File: config.mk
export PLATFORM = sky130hd
export DESIGN_NAME = demux_rr_sched_flat
export DESIGN_NICKNAME = d
export VERILOG_FILES = /design/src/rtl/demux_rr_sched_if.sv /design/src/rtl/demux_rr_sched.sv /design/src/flat_wrapper.sv
export SDC_FILE = /design/constraint.sdc
export NUM_CORES = 1
export LEC_CHECK = 0
export BUFFER_PORTS_ARGS = -buffer_cell sky130_fd_sc_hd__clkbuf_2
export CAP_MARGIN = 20
export CORE_MARGIN = 2
export CORE_UTILIZATION = 45
export CTS_CLUSTER_SIZE = 16
export DETAILED_ROUTE_END_ITERATION = 10
export PLACE_DENSITY = 0.7
export SYNTH_ARGS = -nofsm -noshare
export SYNTH_HDL_FRONTEND = slang
export SYNTH_SLANG_ARGS = --single-unit
export TNS_END_PERCENT = 100
File: constraint.sdc
create_clock -name clk -period 4.5 [get_ports clk]
set_input_delay 0 -clock clk [delete_from_list [all_inputs] [get_ports clk]]
set_output_delay 0 -clock clk [all_outputs]
set_load 0.01 [all_outputs]
File: src/rtl/demux_rr_sched_if.sv
// demux_rr_sched_if
//   Handshake bundle between one producer, the round-robin demux scheduler
//   and four consumer ports.
//   Signals:
//     in_valid/in_data/in_ready : producer -> scheduler stream
//     out_valid[3:0]            : one-hot "item pending for port i"
//     out_data                  : registered payload shared by all ports
//     out_ready[3:0]            : per-port accept
//     sel_s1/sel_s2             : demux select bits (dest[0], dest[1])
//   Modports: slave = scheduler view, master = environment view.
interface demux_rr_sched_if #(
   parameter int DATA_W = 1
);
   logic              in_valid;
   logic [DATA_W-1:0] in_data;
   logic              in_ready;
   logic [3:0]        out_valid;
   logic [DATA_W-1:0] out_data;
   logic [3:0]        out_ready;
   logic              sel_s1;
   logic              sel_s2;

   modport slave (
      input  in_valid, in_data, out_ready,
      output in_ready, out_valid, out_data, sel_s1, sel_s2
   );

   modport master (
      output in_valid, in_data, out_ready,
      input  in_ready, out_valid, out_data, sel_s1, sel_s2
   );
endinterface

File: src/rtl/demux_rr_sched.sv
// demux_rr_sched
//   Round-robin scheduler driving a 1-to-4 demux. A one-entry output register
//   holds the current item; items are sent to ports 0,1,2,3,0,... Select lines
//   use demux encoding {sel_s2,sel_s1} = dest. Counts cycles the held item is
//   blocked by its consumer (saturating).
//   Ports:
//     clk, rst   : clock, synchronous active-high reset
//     bus        : demux_rr_sched_if.slave handshake bundle
//     stall_cnt  : saturating backpressure stall counter
//     port_en    : per-port rotation enable (only with DEMUX_RR_MASK_EN)
//   Optional feature: define DEMUX_RR_MASK_EN to add port_en; disabled ports
//   are skipped by the rotation and port_en==0 blocks acceptance.
module demux_rr_sched #(
   parameter int DATA_W = 1,
   parameter int CNT_W  = 8
) (
   input  logic               clk,
   input  logic               rst,
   demux_rr_sched_if.slave    bus,
`ifdef DEMUX_RR_MASK_EN
   input  logic [3:0]         port_en,
`endif
   output logic [CNT_W-1:0]   stall_cnt
);

   typedef enum logic {IDLE, HOLD} state_t;

   state_t            state;
   logic [1:0]        ptr;
   logic [1:0]        dest;
   logic [3:0]        out_valid_q;
   logic [DATA_W-1:0] out_data_q;
   logic              sel_s1_q;
   logic              sel_s2_q;

   logic              eligible;
   logic              xfer;
   logic              acc;
   logic [1:0]        nxt;

   assign bus.out_valid = out_valid_q;
   assign bus.out_data  = out_data_q;
   assign bus.sel_s1    = sel_s1_q;
   assign bus.sel_s2    = sel_s2_q;

`ifdef DEMUX_RR_MASK_EN
   assign eligible = |port_en;

   // First enabled port at or after ptr, wrapping mod 4.
   always_comb begin
      logic       found;
      logic [1:0] idx;
      nxt   = ptr;
      found = 1'b0;
      idx   = ptr;
      for (int k = 0; k < 4; k++) begin
         idx = ptr + 2'(k);
         if (!found && port_en[idx]) begin
            nxt   = idx;
            found = 1'b1;
         end
      end
   end
`else
   assign eligible = 1'b1;
   assign nxt      = ptr;
`endif

   assign xfer = (state == HOLD) && bus.out_ready[dest];
   // Bypass: a transfer this cycle frees the register for a new item, so
   // in_ready depends combinationally on out_ready (full throughput).
   assign bus.in_ready = !rst && eligible && ((state == IDLE) || xfer);
   assign acc          = bus.in_valid && bus.in_ready;

   always_ff @(posedge clk) begin
      if (rst) begin
         state       <= IDLE;
         ptr         <= 2'd0;
         dest        <= 2'd0;
         out_valid_q <= 4'b0;
         out_data_q  <= '0;
         sel_s1_q    <= 1'b0;
         sel_s2_q    <= 1'b0;
         stall_cnt   <= '0;
      end else begin
         case (state)
            IDLE: if (acc) state <= HOLD;
            HOLD: begin
               if (xfer && !acc)
                  state <= IDLE;
               else if (!xfer && stall_cnt != {CNT_W{1'b1}})
                  stall_cnt <= stall_cnt + 1'b1;
            end
            default: state <= IDLE;
         endcase

         // acc can only happen in IDLE or together with a transfer, so the
         // held item is never overwritten while it is still pending.
         if (acc) begin
            out_data_q  <= bus.in_data;
            dest        <= nxt;
            ptr         <= nxt + 2'd1;
            out_valid_q <= 4'(4'b0001 << nxt);
            sel_s1_q    <= nxt[0];
            sel_s2_q    <= nxt[1];
         end else if (xfer) begin
            out_valid_q <= 4'b0;
         end
      end
   end

endmodule
File: src/flat_wrapper.sv
// flat-port wrapper written by rule: the top's interface ports become plain ports
module demux_rr_sched_flat 
#(
   parameter int DATA_W = 1,
   parameter int CNT_W  = 8
)
  (clk, rst, stall_cnt, bus_in_valid, bus_in_data, bus_out_ready, bus_in_ready, bus_out_valid, bus_out_data, bus_sel_s1, bus_sel_s2);
  demux_rr_sched_if #(.DATA_W(DATA_W)) bus_i ();
  input  logic clk;
  input  logic rst;
  output logic [CNT_W-1:0] stall_cnt;
  input wire logic [$bits(bus_i.in_valid)-1:0] bus_in_valid;
  input wire logic [$bits(bus_i.in_data)-1:0] bus_in_data;
  input wire logic [$bits(bus_i.out_ready)-1:0] bus_out_ready;
  output wire logic [$bits(bus_i.in_ready)-1:0] bus_in_ready;
  output wire logic [$bits(bus_i.out_valid)-1:0] bus_out_valid;
  output wire logic [$bits(bus_i.out_data)-1:0] bus_out_data;
  output wire logic [$bits(bus_i.sel_s1)-1:0] bus_sel_s1;
  output wire logic [$bits(bus_i.sel_s2)-1:0] bus_sel_s2;
  assign bus_i.in_valid = bus_in_valid;
  assign bus_i.in_data = bus_in_data;
  assign bus_i.out_ready = bus_out_ready;
  assign bus_in_ready = bus_i.in_ready;
  assign bus_out_valid = bus_i.out_valid;
  assign bus_out_data = bus_i.out_data;
  assign bus_sel_s1 = bus_i.sel_s1;
  assign bus_sel_s2 = bus_i.sel_s2;
  demux_rr_sched #(.DATA_W(DATA_W), .CNT_W(CNT_W)) u_core (.clk(clk), .rst(rst), .bus(bus_i), .stall_cnt(stall_cnt));
endmodule
### Word-level counts from Yosys, hierarchy flattened

Cells that the tools add are included.

* multipliers: 0
* shift operators: 1
* $add $sub $neg: 2
* equality and inequality tests: 1
* bitwise gates (word level): 2
* muxes and demuxes: 7
* $lt $le $gt $ge: 1
* reduce and logical (&&, ||, !) cells: 11
* div/mod/pow operators: 0

Operators by type and width (number)
* $add A8 B1 Y8 const B: 1
* $mux W4: 2
* $ne A8 B8 Y1 const B: 1
* $logic_and A1 B1 Y1: 5
* $shl A1 B2 Y4 const A: 1
* $logic_not A1 Y1: 3
* $lt A2 B3 Y1 const B: 1
* $mux W1: 3
* $reduce_and A3 Y1: 1
* $add A2 B1 Y2 const B: 1
* $bmux W1 S2: 1
* $not A1 Y1: 2
* $pmux W1 S2: 1
* $reduce_bool A2 Y1: 1
* $logic_or A1 B1 Y1: 1

* logic and storage cells: 33
* memories kept: 0
* bits of input ports: 8
* latch bits: 0
* flip-flop bits (word level): 20
* ROM bits: 0
* output and inout bits: 16
* memory bits (writable): 0

### Logic depth before layout (Yosys ltp)

* depth after elaboration: 10
* mapped depth: 6
* gate-level depth less buffers: 5

### Worst setup path before layout

OpenSTA, ideal clock, no wires.

* path kind: reg-to-reg
* start point: register u_core.dest[0]
* end point: register u_core.stall_cnt[4]
* data arrival time: 1.609 ns
* cell stages (with the launch flop): 5
* buffers on the path: 0
* required time: 4.430 ns
* slack: 2.821 ns
* period minus slack after synthesis: 1.679 ns
* library setup time: 0.070 ns
* cell sequence: dfxtp_1 mux2_2 o22a_4 or4_1 a21oi_1

* cells in the longest elaborated chain, start to end: 10
* elaborated cells on any way between the ends: 12
* classes of those cells: mux (2); bitwise (1); reduce/logical (9)

Ends and longest elaborated chain
* start, declared: RTL line demux_rr_sched.sv:30 `logic [1:0] dest;`
* start signal, assigned: RTL line demux_rr_sched.sv:101 `dest <= nxt;`
* $bmux W1 S2 (*): RTL line demux_rr_sched.sv:69 `assign xfer = (state == HOLD) && bus.out_ready[dest];`
* $mux W1 (not written as such) (*): RTL line demux_rr_sched.sv:69
* $logic_and A1 B1 Y1 (*): RTL line demux_rr_sched.sv:69
* $logic_or A1 B1 Y1: RTL line demux_rr_sched.sv:72 `assign bus.in_ready = !rst && eligible && ((state == IDLE) || xfer);`
* $logic_and A1 B1 Y1: RTL line demux_rr_sched.sv:72
* $logic_and A1 B1 Y1: RTL line demux_rr_sched.sv:73 `assign acc = bus.in_valid && bus.in_ready;`
* $logic_not A1 Y1: RTL line demux_rr_sched.sv:89 `if (xfer && !acc)`
* $logic_and A1 B1 Y1: RTL line demux_rr_sched.sv:89
* $not A1 Y1 (no line)
* $reduce_and A3 Y1 (no line) (*)
* end signal, assigned: RTL line demux_rr_sched.sv:92 `stall_cnt <= stall_cnt + 1'b1;`
* end, declared: RTL line demux_rr_sched.sv:23 `output logic [CNT_W-1:0] stall_cnt`

Every way passes the cells marked *; elsewhere a longest branch is shown, timed or not. The select of a mux whose other input is x is not followed.
A chain may end at the register's enable or synchronous reset.

### Worst setup path after layout

Ends and elaborated chain as after synthesis.

==> results.toml <==
[grt]
grt_usage_pct = 16.6
antenna_found_initial = 0
grt.overflow.total = 0
grt_pass1_wl_um = 3090
grt_pass1_vias = 700
grt_start_max_net_pins = 25

[logic_synthesis]
avgSynthCellArea_sq_um = 8.96
synth_area_leaders = "dfxtp_1 (40%), ha_1 (6.9%), a21oi_1 (6.1%)"
synth_top_area_share_pct = 39.8
synth_nets = 114
synthTopCellsByCount = "dfxtp_1 (18), a21oi_1 (11), nand2_1 (8)"
async_flop_share_pct = 0
synth.distinct_cells = 34
ys_warn_count = 0
synth_edf_count = 0
syn_area_sq_um = 905
ys.flop_type = "dfxtp_1"
syn_inst = 101
yosysSeqAreaShare_pct = 39.8
synth_seq_cells = 18
yosys.area.top_type = "dfxtp_1"
post-synth-top-count-cell = "dfxtp_1"

[clocking]
insertion_delay_ns = 0.29
path_clk_slew_ns = 0.10
cts_setup_buffers = 0
cts.sinks = 18
cts_buffers = 3
htreeDepth = 1
cts-resized-gates = 0
root_buffer = "clkbuf_4"
cts_tree = "done"
clockBufferDepth = 2
hold_buffers = 1

[critical_path]
crit_slowest_cell = "or4_1"
crit_chain = "mux2_2, o22a_4, or4_1, a21oi_1"
path_buf_inv = 0
critPathArrivalTime_ns = 2.03
worst_setup_path_start_kind = "flop"
worst_ep_required_time_ns = 4.73
cp-end-kind = "flop"
crit_family = "simple AND/OR/NAND/NOR gates"
path_class = "flop to flop"
slowest_delay_ns = 0.51
crit_fanout = 24

[pwr]
power_leakage_nw = 0.435
powerDensity_nw_per_um2 = 297
vdd_drop_max_uv = 201

[detailed_routing]
first_pass_iters = 4
drtIter0Drc = 10
drc_errors = 0
vias_per_cell = 5.38
wl_per_cell_um = 11.9
antenna_left = 0
vias = 813
routed_wl_um = 1800

[sta]
finalHoldViolations = 0
setup_violations = 0
slew_headroom_pct = 66.5
slew_violations = 0
period_share_pct = 40.1
rsz0062_at_grt = "no"
min_period_ns = 1.80
max_freq_ghz = 0.554
tns_ns = 0
skew_ns = 0.00150
tightest_slew_ns = 0.503

[placed_design]
port_buffers = 23
gp_congestion = 0.788
dp_hpwl_um = 1310
dpl-instance-area_sq_um = 1020

[cells_and_area]
design_area_sq_um = 1060
antenna_cells = 0
n_fill_cell = 184
final-seq-area_sq_um = 360
nets = 138
multi_input_area_sq_um = 484
syn_to_final_growth_pct = 17.4
drive_above_1_share_pct = 28.2
fin_util_pct = 55.3

[floorplan]
die-height_um = 48.8
core_sq_um = 1920
io_pins = 24
dieArea_sq_um = 2380
initial_utilization_pct = 47.1
fp.dieW_um = 48.8
rows = 16

[run]
maxCapViolCount = 0

[min_path]
hold_class = "input port to flop"

[status]
status = "finished, final reports clean"
[through the flow]
stage | setup slack, ns | power, mW | hold WS, ns | instances
after floorplan | 2.82 | 0.206 | 0.148 | 101
after global placement | 2.75 | 0.216 | 0.249 | 146
after detailed placement | 2.71 | 0.218 | 0.253 | 146
after CTS | 2.69 | 0.318 | 0.0400 | 151
after global routing | 2.57 | 0.334 | 0.0535 | 151
final | 2.70 | 0.315 | 0.0617 | 151
[placed cells by master, fill, tap and decap left out, types with 2 or more instances in the layout]
cell type and instances:
mux2_2 2, nand2_1 8, o21ai_0 5, clkbuf_4 3, a32oi_1 4, nor2_1 7
clkbuf_2 23, a21oi_1 11, nand3_1 5, and2_1 2, and3_1 2, ha_1 5
o221ai_1 2, inv_1 6, or3_2 3, dfxtp_1 18
[flip-flops by register name, indices dropped and copies added, names as in the netlist]
register	cells
u_core.state	1
u_core.bus.out_data	1
u_core.nxt	2
u_core.bus.out_valid	4
u_core.dest	2
u_core.stall_cnt	8
[report_power, final]
| group | switching [mW] | leakage, nW | internal (mW) |
|---|---|---|---|
| registers | 0.00581 | 0.146 | 0.166 |
| clock network | 0.0505 | 0.0210 | 0.0493 |
| logic | 0.0250 | 0.268 | 0.0190 |
| total | 0.0813 | 0.435 | 0.234 |
[kinds of logic after synthesis]
| kind of cell | count (synthesis) | synth area share (%) |
|---|---|---|
| XOR/XNOR | 1 | 0.968 |
| AO/OA/AOI/OAI | 28 | 21.2 |
| multiplexers | 4 | 5.26 |
| AND/OR/NAND/NOR | 34 | 19.2 |
| buffers and inverters | 11 | 6.64 |
| adder cells (fa/ha/maj) | 5 | 6.92 |
| flip-flops | 18 | 39.8 |
[metal layers]
layer / GRT usage [%] / vias up / wire [um]
met5: 0 / - / 0
met4: 5.71 / 0 / 15
met3: 6.13 / 2 / 71
met2: 26.9 / 17 / 865
met1: 20.3 / 378 / 847
li1: - / 416 / -
[layout make-up]
type	instances	share of cell area [%]
Timing Repair Buffer	24	11.8
Tap cell	27	3.18
Clock buffer	4	3.42
Sequential cell	18	33.9
Multi-Input combinational cell	72	45.6
Inverter	6	2.12
[worst paths after layout]
kind / to / slack, ns / start / cells after the start
worst min register to register: u_core.bus.out_data / 0.47 / u_core.bus.out_data / 2
worst max-delay path: u_core.stall_cnt[4] / 2.70 / u_core.dest[0] / 4
worst max register to register: u_core.stall_cnt[4] / 2.70 / u_core.dest[0] / 4
worst min-delay path: u_core.state / 0.06 / bus_in_valid / 3
[worst min-delay path, delay by kind of cell]
family                 cells  cell delay (ns)
AO/OA/AOI/OAI              1             0.05
buffers and inverters      2             0.26
Power figures use the tool's default switching activity.
